File: src/rtl/pair_event_window_counter.sv
// ----------------------------------------------------------------------------
// pair_event_window_counter
//
// Purpose:
//   Counts the 1-cycle "pair detected" pulses from the pair-detector stage
//   over back-to-back windows of WINDOW clocks. At the end of each window the
//   count is reported with a 1-cycle strobe. Alarm and saturation flags for
//   that window are reported alongside the count. A saturating lifetime total
//   of all pulses is kept for debug readout.
//
// Parameters:
//   WINDOW  clocks per measurement window (>= 2)
//   CNT_W   width of the window count; the count clamps at 2^CNT_W-1
//   THRESH  alarm threshold; alarm when the clamped window count >= THRESH
//   TOT_W   width of the saturating lifetime total
//
// Ports:
//   clock        in   system clock, rising edge
//   reset        in   asynchronous, active-high reset
//   enable       in   1 = run windows back-to-back, 0 = abort and go idle
//   pair_in      in   pair pulse from the detector, sampled every edge
//   busy         out  1 while a window is in progress
//   count_out    out  count of the last completed window (held otherwise)
//   count_valid  out  1-cycle strobe: count_out/alarm/sat just updated
//   alarm        out  last completed window count >= THRESH
//   sat          out  last completed window count saturated
//   total_out    out  lifetime pair count since reset, saturating
// ----------------------------------------------------------------------------
module pair_event_window_counter #(
  parameter int WINDOW = 16,
  parameter int CNT_W  = 5,
  parameter int THRESH = 4,
  parameter int TOT_W  = 16
) (
  input  logic             clock,
  input  logic             reset,
  input  logic             enable,
  input  logic             pair_in,
  output logic             busy,
  output logic [CNT_W-1:0] count_out,
  output logic             count_valid,
  output logic             alarm,
  output logic             sat,
  output logic [TOT_W-1:0] total_out
);

  localparam int CYC_W = $clog2(WINDOW);
  localparam logic [CYC_W-1:0] CYC_LAST = CYC_W'(WINDOW - 1);
  localparam logic [CNT_W-1:0] CNT_MAX  = {CNT_W{1'b1}};
  localparam logic [TOT_W-1:0] TOT_MAX  = {TOT_W{1'b1}};

  typedef enum logic [0:0] {
    S_IDLE = 1'b0,
    S_RUN  = 1'b1
  } state_t;

  // Window accumulator add: clamps at the all-ones value instead of wrapping.
  function automatic logic [CNT_W-1:0] sat_add_cnt(input logic [CNT_W-1:0] a,
                                                    input logic inc);
    if (inc && (a != CNT_MAX)) begin
      sat_add_cnt = a + CNT_W'(1);
    end else begin
      sat_add_cnt = a;
    end
  endfunction

  // Lifetime total add: clamps at the all-ones value instead of wrapping.
  function automatic logic [TOT_W-1:0] sat_add_tot(input logic [TOT_W-1:0] a,
                                                    input logic inc);
    if (inc && (a != TOT_MAX)) begin
      sat_add_tot = a + TOT_W'(1);
    end else begin
      sat_add_tot = a;
    end
  endfunction

  state_t           state_q, state_d;
  logic [CYC_W-1:0] cyc_q, cyc_d;
  logic [CNT_W-1:0] acc_q, acc_d;
  logic             ovf_q, ovf_d;
  logic             busy_q, busy_d;
  logic [CNT_W-1:0] count_q, count_d;
  logic             valid_q, valid_d;
  logic             alarm_q, alarm_d;
  logic             sat_q, sat_d;
  logic [TOT_W-1:0] total_q, total_d;

  logic [CNT_W-1:0] acc_next_s;
  logic             ovf_next_s;

  // Next-state logic for the window FSM, the report registers and the total.
  always_comb begin
    state_d = state_q;
    cyc_d   = cyc_q;
    acc_d   = acc_q;
    ovf_d   = ovf_q;
    count_d = count_q;
    alarm_d = alarm_q;
    sat_d   = sat_q;
    valid_d = 1'b0;
    total_d = sat_add_tot(total_q, pair_in);

    acc_next_s = sat_add_cnt(acc_q, pair_in);
    // ovf is sticky for the window: once the count has clamped, the window
    // is reported as saturated even if the final sampled edge has no pulse.
    ovf_next_s = ovf_q | (pair_in & (acc_q == CNT_MAX));

    case (state_q)
      S_IDLE: begin
        if (enable) begin
          // The enabling edge only arms the window; pair_in is not counted.
          state_d = S_RUN;
          cyc_d   = '0;
          acc_d   = '0;
          ovf_d   = 1'b0;
        end else begin
          state_d = S_IDLE;
        end
      end
      S_RUN: begin
        if (!enable) begin
          // Abort: partial window dropped, last report left untouched.
          state_d = S_IDLE;
          cyc_d   = '0;
          acc_d   = '0;
          ovf_d   = 1'b0;
        end else if (cyc_q == CYC_LAST) begin
          // Window end: fold in this edge's pulse, report, restart at once.
          count_d = acc_next_s;
          sat_d   = ovf_next_s;
          alarm_d = (int'({1'b0, acc_next_s}) >= THRESH);
          valid_d = 1'b1;
          cyc_d   = '0;
          acc_d   = '0;
          ovf_d   = 1'b0;
        end else begin
          cyc_d = cyc_q + CYC_W'(1);
          acc_d = acc_next_s;
          ovf_d = ovf_next_s;
        end
      end
      default: begin
        state_d = S_IDLE;
        cyc_d   = '0;
        acc_d   = '0;
        ovf_d   = 1'b0;
      end
    endcase

    busy_d = (state_d == S_RUN);
  end

  // State and output registers with asynchronous active-high reset.
  always_ff @(posedge clock or posedge reset) begin
    if (reset) begin
      state_q <= S_IDLE;
      cyc_q   <= '0;
      acc_q   <= '0;
      ovf_q   <= 1'b0;
      busy_q  <= 1'b0;
      count_q <= '0;
      valid_q <= 1'b0;
      alarm_q <= 1'b0;
      sat_q   <= 1'b0;
      total_q <= '0;
    end else begin
      state_q <= state_d;
      cyc_q   <= cyc_d;
      acc_q   <= acc_d;
      ovf_q   <= ovf_d;
      busy_q  <= busy_d;
      count_q <= count_d;
      valid_q <= valid_d;
      alarm_q <= alarm_d;
      sat_q   <= sat_d;
      total_q <= total_d;
    end
  end

  assign busy        = busy_q;
  assign count_out   = count_q;
  assign count_valid = valid_q;
  assign alarm       = alarm_q;
  assign sat         = sat_q;
  assign total_out   = total_q;

endmodule
File: config.mk
export PLATFORM = sky130hd
export DESIGN_NAME = pair_event_window_counter
export DESIGN_NICKNAME = d
export VERILOG_FILES = /design/src/rtl/pair_event_window_counter.sv
export SDC_FILE = /design/constraint.sdc
export NUM_CORES = 1
export LEC_CHECK = 0
export BUFFER_PORTS_ARGS = -buffer_cell sky130_fd_sc_hd__buf_2
export CORE_MARGIN = 3
export CORE_UTILIZATION = 39
export CTS_CLUSTER_DIAMETER = 120
export CTS_CLUSTER_SIZE = 30
export DETAILED_ROUTE_END_ITERATION = 7
export PLACE_DENSITY_LB_ADDON = 0.15
export SYNTH_ARGS = -nofsm -noshare
export SYNTH_HDL_FRONTEND = slang
export SYNTH_SLANG_ARGS = --single-unit
File: constraint.sdc
create_clock -name clock -period 1.8 [get_ports clock]
set_input_delay 0.18 -clock clock [delete_from_list [all_inputs] [get_ports clock]]
set_output_delay 0.18 -clock clock [all_outputs]
set_load 0.01 [all_outputs]
# Word-level counts from Yosys, hierarchy flattened
# Index checks and enable logic that the tools add are counted.
[totals]
in_bits = 4
elab_cells = 41
out_inout_bits = 25
register_bits = 35
[op_classes]
n_lt_le_gt_ge = 1
reduce_logical = 3
mux = 17
bitwise = 3
addsub = 3
eq_ne = 5
[ops]
columns = ["op", "n"]
rows = [
  ["5-bit two-way mux", 4],
  ["16-bit by 1-bit adder with 16-bit output (second input constant)", 1],
  ["16-bit != test (second input constant)", 1],
  ["4-bit two-way mux", 3],
  ["5-bit case mux with 2 select lines", 1],
  ["4-bit case mux with 2 select lines", 1],
  ["1-bit two-way mux", 7],
  ["5-bit by 1-bit adder with 5-bit output (second input constant)", 1],
  ["5-bit equality test (second input constant)", 1],
  ["5-bit by 3-bit greater-or-equal comparator with 1-bit output (second input constant)", 1],
  ["5-bit != test (second input constant)", 1],
  ["4-bit by 1-bit adder with 4-bit output (second input constant)", 1],
  ["4-bit equality test (second input constant)", 1],
  ["3-bit AND reduction", 1],
  ["1-bit logical AND", 2],
  ["2-bit != test (second input constant)", 1],
  ["1-bit case mux with 2 select lines", 1],
  ["1-bit bitwise AND", 1],
  ["1-bit inverter", 1],
  ["1-bit OR", 1],
]

# Longest topological paths before layout
# Gate-level depths: netlist (run 1).
[depth]
depth_word = 6
ltp_mapped = 8
mapped_depth_nobuf = 7

# Least setup slack after synthesis (run 1)
# OpenSTA, ideal clock, no wires.
[synth_timing]
kind = "reg2reg"
from = "register acc_q[0]"
to = "register alarm_q (netlist: alarm)"
setup_ns = 0.150
synth_period_minus_slack_ns = 1.929
t_arrival_ns = 1.778
path_buffers = 1
slack_ns = -0.129
required_time_ns = 1.650
stages_incl_launch_ff = 9
cell_sequence = "dfrtp_1 -> ha_1 -> and3_1 -> ha_1 -> nor2b_1 -> clkbuf_1 -> nand4_1 -> xor2_1 -> a41oi_1"
[synth_via]
elab_chain_cells = 4
elab_cells_between_ends = 5
cone_classes = "add/sub (1); order compare (1); eq/ne (1); mux (1); reduce/logical (1)"
[synth_rtl]
columns = ["element", "line", "rtl"]
rows = [
  ["from (decl)", "79", "logic [CNT_W-1:0] acc_q, acc_d;"],
  ["from (signal assigned)", "158", "acc_q <= '0;"],
  ["from (signal assigned)", "169", "acc_q <= acc_d;"],
  ["parallel branches: the longest is 2 deep, another holds 5-bit by 1-bit adder with 5-bit output", "-", ""],
  ["5-bit two-way mux (*)", "60", "if (inc && (a != CNT_MAX)) begin"],
  ["5-bit by 3-bit greater-or-equal comparator with 1-bit output (*)", "131", "alarm_d = (int'({1'b0, acc_next_s}) >= THRESH);"],
  ["to (signal assigned)", "174", "alarm_q <= alarm_d;"],
  ["to (decl)", "84", "logic alarm_q, alarm_d;"],
]
# Mark *: on every way between the ends.
# A chain may end at the register's enable or synchronous reset.

# Worst setup path after layout (run 1)
[layout_timing]
from = "register acc_q[1]"
to = "register alarm_q (netlist: alarm)"
# The elaborated chain is that of the path after synthesis.

==> results_dict.tcl, run 1 <==
set metrics [dict create \
    yosys.area.top_type "dfrtp_1" \
    grt.total_usage 0.153 \
    synthToLayoutAreaGrowth_pct 30.2 \
    fin_nets 210 \
    arrival_ns 1.92 \
    postRouteAntennaNets 0 \
    maxClockFrequency_mhz 562 \
    synth-xor-area-share 0.0910 \
    drcViolationCount 0 \
    worst_pin_slew_ns 0.593 \
    synth_cells 153 \
    p_int_mw 1.41 \
    drt-total-wl_um 3670 \
    crit_fanout 3 \
    synth-edff-count 0 \
    p_seq_frac 0.493 \
    routed-via-count 1350 \
    slew_violations 0 \
    layout.area.seq_um2 876 \
    synthMuxAreaShare 0.0252 \
    cts_max_path_buffers 2 \
    min_period_ns 1.78 \
    cap_violations 0 \
    hold_viol 0 \
    pre_cts_slack_ns -0.0437 \
    overflow 0 \
    synth-seq-cells 35 \
    nFillCells 341 \
    io_pins 29 \
    synth_area_per_cell_um2 10.7 \
    drt-initial-drc-count 92 \
    setup_viol 0 \
    synthSimpleGateAreaFrac 0.206 \
    synth_top_family_by_area "simple AND/OR/NAND/NOR gates" \
    fin_util 0.553 \
    initial_core_util 0.425 \
    yosysSeqAreaShare 0.535 \
    status "complete, no violations" \
    detailed_place_hpwl_um 2550 \
    grt_pass1_vias 1348 \
    grt_max_degree 36 \
    grt_pass1_wl_um 6130 \
    antenna_cells 0 \
    hold_class "in -> reg" \
    htreeDepth 2 \
    first_pass_iters 4 \
    multiInputGateArea_um2 813 \
    dieArea_um2 5010 \
    synth_compound_area_frac 0.0979 \
    coreArea_um2 3850 \
    clk_pin_slew_ns 0.07 \
    port_buffers 28 \
    die_w_um 70.8 \
    async_flop_share 1.00 \
    wl_per_cell_um 14.6 \
    p_clk_frac 0.312 \
    fin_setup_tns_ns 0 \
    p_total_mw 1.97 \
    cts_sinks 35 \
    synth_warnings 0 \
    netlist_area_um2 1640 \
    cp-start-kind "register" \
    fin_skew_ns 0.00485 \
    fin_crit_sh 0.988 \
    die_h_um 70.8 \
    p_switching_mw 0.563 \
    place_area_um2 1940 \
    ys.flop_type "dfrtp_1" \
    max-vdd-ir-drop_v 0.000673 \
    synth_nets 161 \
    synth_fa_ha_area_frac 0.0306 \
    swShare 0.286 \
    worst_ep_required_time_ns 1.94 \
    numCtsBuffers 5 \
    viasPerCell 5.38 \
    rsz0062_at_grt "true" \
    antenna_found_initial 0 \
    leakagePower_nw 1.04 \
    synthTopCellsByCount "dfrtp_1, nand2_1, nor2_1" \
    cp-end-kind "register" \
    cts_tree "done" \
    p_per_area_nw_per_um2 925 \
    ys_top_cells_by_area "dfrtp_1, xor2_1, nand2_1" \
    rows 22 \
    timing.final.ws_setup_ns 0.0221 \
    pwr-share-comb 0.195 \
    layout-drive-gt1-share 0.345 \
    yosysTopAreaCellShare 0.535 \
    cts_root_buf "clkbuf_8" \
    place.gp.congestion 0.864 \
    fin_area_um2 2130 \
    crit_type "reg -> reg" \
    yosysUniqueCellTypes 35 \
    yosysMostFrequentCell "dfrtp_1" \
    clock_latency_ns 0.28 \
    slew_headroom 0.603 \
]
cell type report:
cell class / instances / share of cell area
Clock buffer: 8 / 0.0470
Inverter: 3 / 0.00528
Multi-Input combinational cell: 112 / 0.382
Sequential cell: 35 / 0.411
Tap cell: 48 / 0.0282
Timing Repair Buffer: 45 / 0.127
registers in the layout (all words and copies together) (netlist names):
signal       count
ovf_q            1
cyc_q            4
acc_q            5
count_out        5
alarm            1
sat              1
busy             1
count_valid      1
total_out       16
power groups by stage:
stage | clock network, mW | registers (mW) | logic [mW]
final | 0.615 | 0.972 | 0.385
after global routing | 0.668 | 0.989 | 0.434
after CTS | 0.632 | 0.971 | 0.388
after detailed placement | 0 | 0.986 | 0.383
after global placement | 0 | 0.983 | 0.372
after floorplan | 0 | 1.03 | 0.157
routing by layer:
layer  up-vias  global-route usage  wire length (µm)
li1        640                   -                 -
met1       652               0.208              1710
met2        49               0.231              1670
met3         9              0.0398               218
met4         0              0.0647                70
met5         -                   0                 0
through the flow:
step	hold slack [ns]	std cells
3_3_place_gp	0.295	241
4_1_cts	0.0535	250
5_1_grt	0.0601	251
2_1_floorplan	0.211	153
3_5_place_dp	0.298	241
6_report	0.0633	251
worst paths after layout:
check / depth (start not counted) / startpoint / slack [ns] / endpoint
min in group asynchronous: 4 / reset / 0.52 / busy$_DFF_PP0_
min reg2reg: 1 / cyc_q[0]$_DFFE_PP0P_ / 0.50 / cyc_q[0]$_DFFE_PP0P_
max in group asynchronous: 4 / reset / 0.97 / count_out[2]$_DFFE_PP0P_
max: 7 / acc_q[1]$_DFFE_PP0P_ / 0.02 / alarm$_DFFE_PP0P_
min: 1 / enable / 0.06 / busy$_DFF_PP0_
max reg2reg: 7 / acc_q[1]$_DFFE_PP0P_ / 0.02 / alarm$_DFFE_PP0P_
kinds of logic after synthesis:
logic type               after synthesis
AND/OR/NAND/NOR                       63
flip-flops                            35
AO/OA/AOI/OAI                         24
XOR/XNOR                              17
buffers and inverters                  6
multiplexers                           4
adder cells (fa/ha/maj)                4
placed cells by master, fill, tap and decap left out, drive strengths merged, types with 3 or more instances in the layout:
cell type / count
buf: 44
dfrtp: 35
nand2: 19
nor2: 15
xor2: 14
a21oi: 8
clkbuf: 8
nand4: 7
nor4: 7
o21ai: 6
nor3: 4
ha: 4
inv: 3
xnor2: 3
mux2i: 3
nand3: 3
repair_timing:
item                                    4_1_cts  5_1_grt
hold buffers                                  1        0
buffers inserted                              0        1
gates resized for setup                       3        9
pin swaps                                     2        5
endpoints found under the setup margin        1       11
endpoints found under the hold margin        27        0
critical path, cell delays in order, from the launching register on:
cell and delay, ns:
dfrtp_1 0.39, ha_2 0.19, and3_4 0.17, ha_4 0.16, nor2b_4 0.12, nand4_1 0.18, xor2_2 0.28, a41oi_2 0.14
Note: power is estimated with default switching activity, not from simulation.
==> run 2: changes to the inputs <==
Settings changed: CORE_MARGIN 3 to 4.
==> results_dict.tcl, run 2 (same netlist as run 1, synthesis figures left out) <==
set metrics [dict create \
    r2r-start "acc_q[0]$_DFFE_PP0P_" \
    clk_pin_slew_ns 0.07 \
    cp_slowest_cell "dfrtp_1" \
    whs_ns 0.0598 \
    fin_crit_sh 0.966 \
    cts_tree "done" \
    clock_latency_ns 0.28 \
    grt.total_usage 0.142 \
    setup_viol 0 \
    largest_reg_flops 16 \
    fin_util 0.536 \
    layout_commonest_cell "dfrtp_1" \
    cts_root_buf "clkbuf_8" \
    slew_violations 0 \
    p_per_area_nw_per_um2 1020 \
    wl_per_cell_um 14.1 \
    hold_path_startpoint "enable" \
    slowest_delay_ns 0.38 \
    status "complete, no violations" \
    viasPerCell 5.17 \
    cp-start-kind "register" \
    max-vdd-ir-drop_v 0.000522 \
    rsz0062_at_grt "true" \
    use_met3 0.0441 \
    detailed_place_hpwl_um 2550 \
    cp-end-kind "register" \
    rows 23 \
    layout-drive-gt1-share 0.342 \
    drt-total-wl_um 3550 \
    antenna_found_initial 0 \
    fin_setup_tns_ns 0 \
    hold_class "in -> reg" \
    overflow 0 \
    die_w_um 72.8 \
    hold_viol 0 \
    crit_fanout 3 \
    io_pins 29 \
    fin_skew_ns 0.00988 \
    antenna_cells 0 \
    worst_ep_required_time_ns 1.96 \
    maxClockFrequency_mhz 575 \
    min_period_ns 1.74 \
    crit_type "reg -> reg" \
    grt_use_met1 0.168 \
    drt-initial-drc-count 34 \
    first_pass_iters 4 \
    crit_chain "ha_2, and3_4, ha_4, buf_4, nand2b_1, a31o_1, a32o_1" \
    leakagePower_nw 1.05 \
    drcViolationCount 0 \
    rr_endpoint "acc_q[1]$_DFFE_PP0P_" \
    coreArea_um2 4030 \
    mostFrequentLayoutCells "dfrtp_1, buf_2, nand2_1" \
    grt_pass1_wl_um 5940 \
    place.gp.congestion 0.807 \
    grt.busiest_layer "met2" \
    htreeDepth 2 \
    reg2regPathDepth 7 \
    synthToLayoutAreaGrowth_pct 31.9 \
    r2r_slack_ns 0.06 \
    numCtsBuffers 5 \
    dieArea_um2 5300 \
    arrival_ns 1.90 \
    hold_path_depth 1 \
    grt_max_degree 36 \
    grtUsageMet2 0.248 \
    die_h_um 72.8 \
    grt_pass1_vias 1319 \
    fin_nets 209 \
    cap_violations 0 \
    worst_pin_slew_ns 0.442 \
    cts_max_path_buffers 2 \
    port_buffers 28 \
    slew_headroom 0.705 \
    postRouteAntennaNets 0 \
    cts_sinks 35 \
    min_to "busy$_DFF_PP0_" \
    routed-via-count 1304 \
    initial_core_util 0.406 \
]
[run 2: final cells by class]
cell class | count | area, µm²
Multi-Input combinational cell | 112 | 810
Clock buffer | 5 | 68.8
Timing Repair Buffer | 44 | 263
Inverter | 3 | 11.3
Clock inverter | 3 | 67.6
Fill cell | 370 | 1870
Tap cell | 50 | 62.6
Sequential cell | 35 | 876
[run 2: report_power, final]
group	leakage [nW]	switching, mW	internal [mW]
clock	0.0644	0.280	0.552
sequential	0.463	0.102	0.873
combinational	0.520	0.202	0.185
[run 2: worst max-delay path, delay by kind of cell (launching register included)]
kind / cells / cell delay, ns
compound gates: 2 / 0.41
flops: 1 / 0.38
fa+ha+maj: 2 / 0.36
simple gates: 2 / 0.33
buf+inv: 1 / 0.13
[run 2: per-layer routing]
| layer | vias to the layer above | wire length [µm] |
|---|---|---|
| met5 | - | 0 |
| met4 | 0 | 40 |
| met3 | 4 | 164 |
| met2 | 23 | 1880 |
| met1 | 641 | 1460 |
| li1 | 636 | - |
[run 2: timing repair]
item | CTS | global route
setup buffers | 0 | 1
cloned | 0 | 0
setup endpoints to repair | 1 | 14
resized for setup | 1 | 10
hold endpoints to repair | 12 | 0
pin swaps | 0 | 3
hold buffers | 1 | 0
[run 2: through the flow]
step           total power [mW]  instances  instance area [µm²]  setup WS (ns)
2_1_floorplan              1.18        153                 1650        0.00218
3_3_place_gp               1.36        242                 1940        0.00604
3_5_place_dp               1.37        242                 1940        -0.0477
4_1_cts                    2.23        251                 2090         0.0229
5_1_grt                    2.32        252                 2160        -0.0242
6_report                   2.19        252                 2160         0.0620
[run 2: how the worst max path moves through the flow]
| stage | end | cells past startpoint | from |
|---|---|---|---|
| after floorplan | alarm$_DFFE_PP0P_ | 8 | acc_q[0]$_DFFE_PP0P_ |
| after global placement | alarm$_DFFE_PP0P_ | 7 | acc_q[0]$_DFFE_PP0P_ |
| after detailed placement | alarm$_DFFE_PP0P_ | 7 | acc_q[1]$_DFFE_PP0P_ |
| after CTS | total_out[12]$_DFFE_PP0P_ | 5 | total_out[1]$_DFFE_PP0P_ |
| after global routing | alarm$_DFFE_PP0P_ | 7 | acc_q[0]$_DFFE_PP0P_ |
| final | acc_q[1]$_DFFE_PP0P_ | 7 | acc_q[0]$_DFFE_PP0P_ |
==> run 3: changes to the inputs <==
Clock period 1.8 ns to 1.6 ns, I/O delays scaled along.
==> results_dict.tcl, run 3 (same netlist as run 1, synthesis figures left out) <==
set metrics [dict create \
    status "finished with violations" \
    violations "negative setup slack" \
    cts_tree "done" \
    p_int_mw 1.64 \
    cts_max_path_buffers 2 \
    detailed_place_hpwl_um 2850 \
    layout-drive-gt1-share 0.462 \
    rows 23 \
    clk_pin_slew_ns 0.07 \
    die_w_um 72.8 \
    p_seq_frac 0.474 \
    io_pins 29 \
    crit_fanout 4 \
    port_buffers 28 \
    postRouteAntennaNets 0 \
    reg2regPathDepth 7 \
    fin_crit_sh 1.06 \
    first_pass_iters 4 \
    place.gp.congestion 0.802 \
    viasPerCell 5.13 \
    cp-end-kind "register" \
    p_total_mw 2.36 \
    timing.final.ws_setup_ns -0.100 \
    pre_cts_slack_ns -0.303 \
    fin_skew_ns 0.00168 \
    instances_no_fill 273 \
    grt.total_usage 0.162 \
    drt-total-wl_um 3920 \
    overflow 0 \
    routed-via-count 1400 \
    layout_commonest_cell "buf_4" \
    wl_per_cell_um 14.4 \
    hold_viol 0 \
    clock_latency_ns 0.29 \
    crit_type "reg -> reg" \
    numPlacedInstances 258 \
    leakagePower_nw 1.17 \
    worst_pin_slew_ns 0.450 \
    coreArea_um2 4030 \
    mostFrequentLayoutCells "buf_4, dfrtp_1, buf_2" \
    largest_reg_flops 16 \
    synthToLayoutAreaGrowth_pct 46.8 \
    dieArea_um2 5300 \
    min_period_ns 1.70 \
    arrival_ns 1.85 \
    cap_violations 0 \
    hold_path_depth 1 \
    die_h_um 72.8 \
    max-vdd-ir-drop_v 0.000840 \
    grt_pass1_vias 1370 \
    slew_violations 0 \
    swShare 0.306 \
    layout.area.seq_um2 885 \
    nFillCells 335 \
    fin_nets 231 \
    fin_util 0.596 \
    initial_core_util 0.406 \
    htreeDepth 2 \
    grt_pass1_wl_um 6640 \
    maxClockFrequency_mhz 588 \
    multiInputGateArea_um2 917 \
    cts_root_buf "clkbuf_8" \
    pwr-share-comb 0.247 \
    grt_max_degree 36 \
    worst_ep_required_time_ns 1.75 \
    antenna_cells 0 \
    cp-start-kind "register" \
    fin_setup_tns_ns -0.284 \
    drt-initial-drc-count 76 \
    hold_class "in -> reg" \
    p_per_area_nw_per_um2 981 \
    setup_viol 5 \
    p_switching_mw 0.720 \
    numCtsBuffers 5 \
    rsz0062_at_grt "true" \
    slew_headroom 0.700 \
    p_clk_frac 0.279 \
    antenna_found_initial 0 \
    cts_sinks 35 \
    drcViolationCount 0 \
]
run 3: changes by cell type in the layout (fill, tap and decap cells not counted), sizes merged:
cell / before / now
clkinvlp: 1 / 0
clkinv: 0 / 1
bufinv: 2 / 0
buf: 43 / 65
clkbuf: 5 / 6
run 3: what timing repair did:
action,4_1_cts,5_1_grt
setup buffers,4,3
pin swaps,13,11
endpoints found under the setup margin,16,21
resized for setup,8,13
gates cloned,0,0
hold endpoints to repair,35,0
hold buffers,1,0
run 3: final cells by class:
type | count | share of cell area
sequential | 35 | 0.368
timing repair buffer | 66 | 0.183
tap | 50 | 0.0260
clock inverter | 1 | 0.00208
clock buffer | 6 | 0.0344
multi-input combinational | 112 | 0.382
inverter | 3 | 0.00469
run 3: stage by stage:
stage                     hold slack (ns)  instance area (µm²)
after floorplan                     0.191                 1740
after global placement              0.277                 2150
after detailed placement            0.290                 2150
after CTS                          0.0222                 2320
after global routing               0.0314                 2400
final                              0.0321                 2400
run 3: path summary, 6_finish.rpt:
| kind | start | to | slack, ns |
|---|---|---|---|
| setup / recovery | acc_q[0]$_DFFE_PP0P_ | alarm$_DFFE_PP0P_ | -0.10 |
| hold / removal | enable | busy$_DFF_PP0_ | 0.03 |
| setup reg to reg | acc_q[0]$_DFFE_PP0P_ | alarm$_DFFE_PP0P_ | -0.10 |
| hold reg to reg | ovf_q$_DFFE_PP0P_ | ovf_q$_DFFE_PP0P_ | 0.48 |
| max in group asynchronous | reset | total_out[9]$_DFFE_PP0P_ | 0.75 |
| min in group asynchronous | reset | total_out[1]$_DFFE_PP0P_ | 0.51 |
run 3: routing by layer:
metal | vias up | share of wire | GRT usage
li1 | 685 | - | -
met3 | 7 | 0.042 | 0.0372
met5 | - | 0 | 0
met1 | 679 | 0.47 | 0.220
met4 | 0 | 0.012 | 0.0492
met2 | 29 | 0.48 | 0.256
run 3: worst max-delay path, stage by stage, from the launching register on:
cell	delay, ns
dfrtp_1	0.39
ha_2	0.20
and3_4	0.16
ha_4	0.17
nor2b_4	0.16
nand4_1	0.15
xor2_2	0.21
a41oi_1	0.13
run 3: power groups by stage:
| stage | combinational [mW] | sequential (mW) | clock [mW] |
|---|---|---|---|
| floorplan | 0.195 | 1.17 | 0 |
| global placement | 0.523 | 1.10 | 0 |
| detailed placement | 0.544 | 1.10 | 0 |
| CTS | 0.567 | 1.10 | 0.671 |
| global route | 0.643 | 1.13 | 0.715 |
| finish | 0.582 | 1.12 | 0.657 |
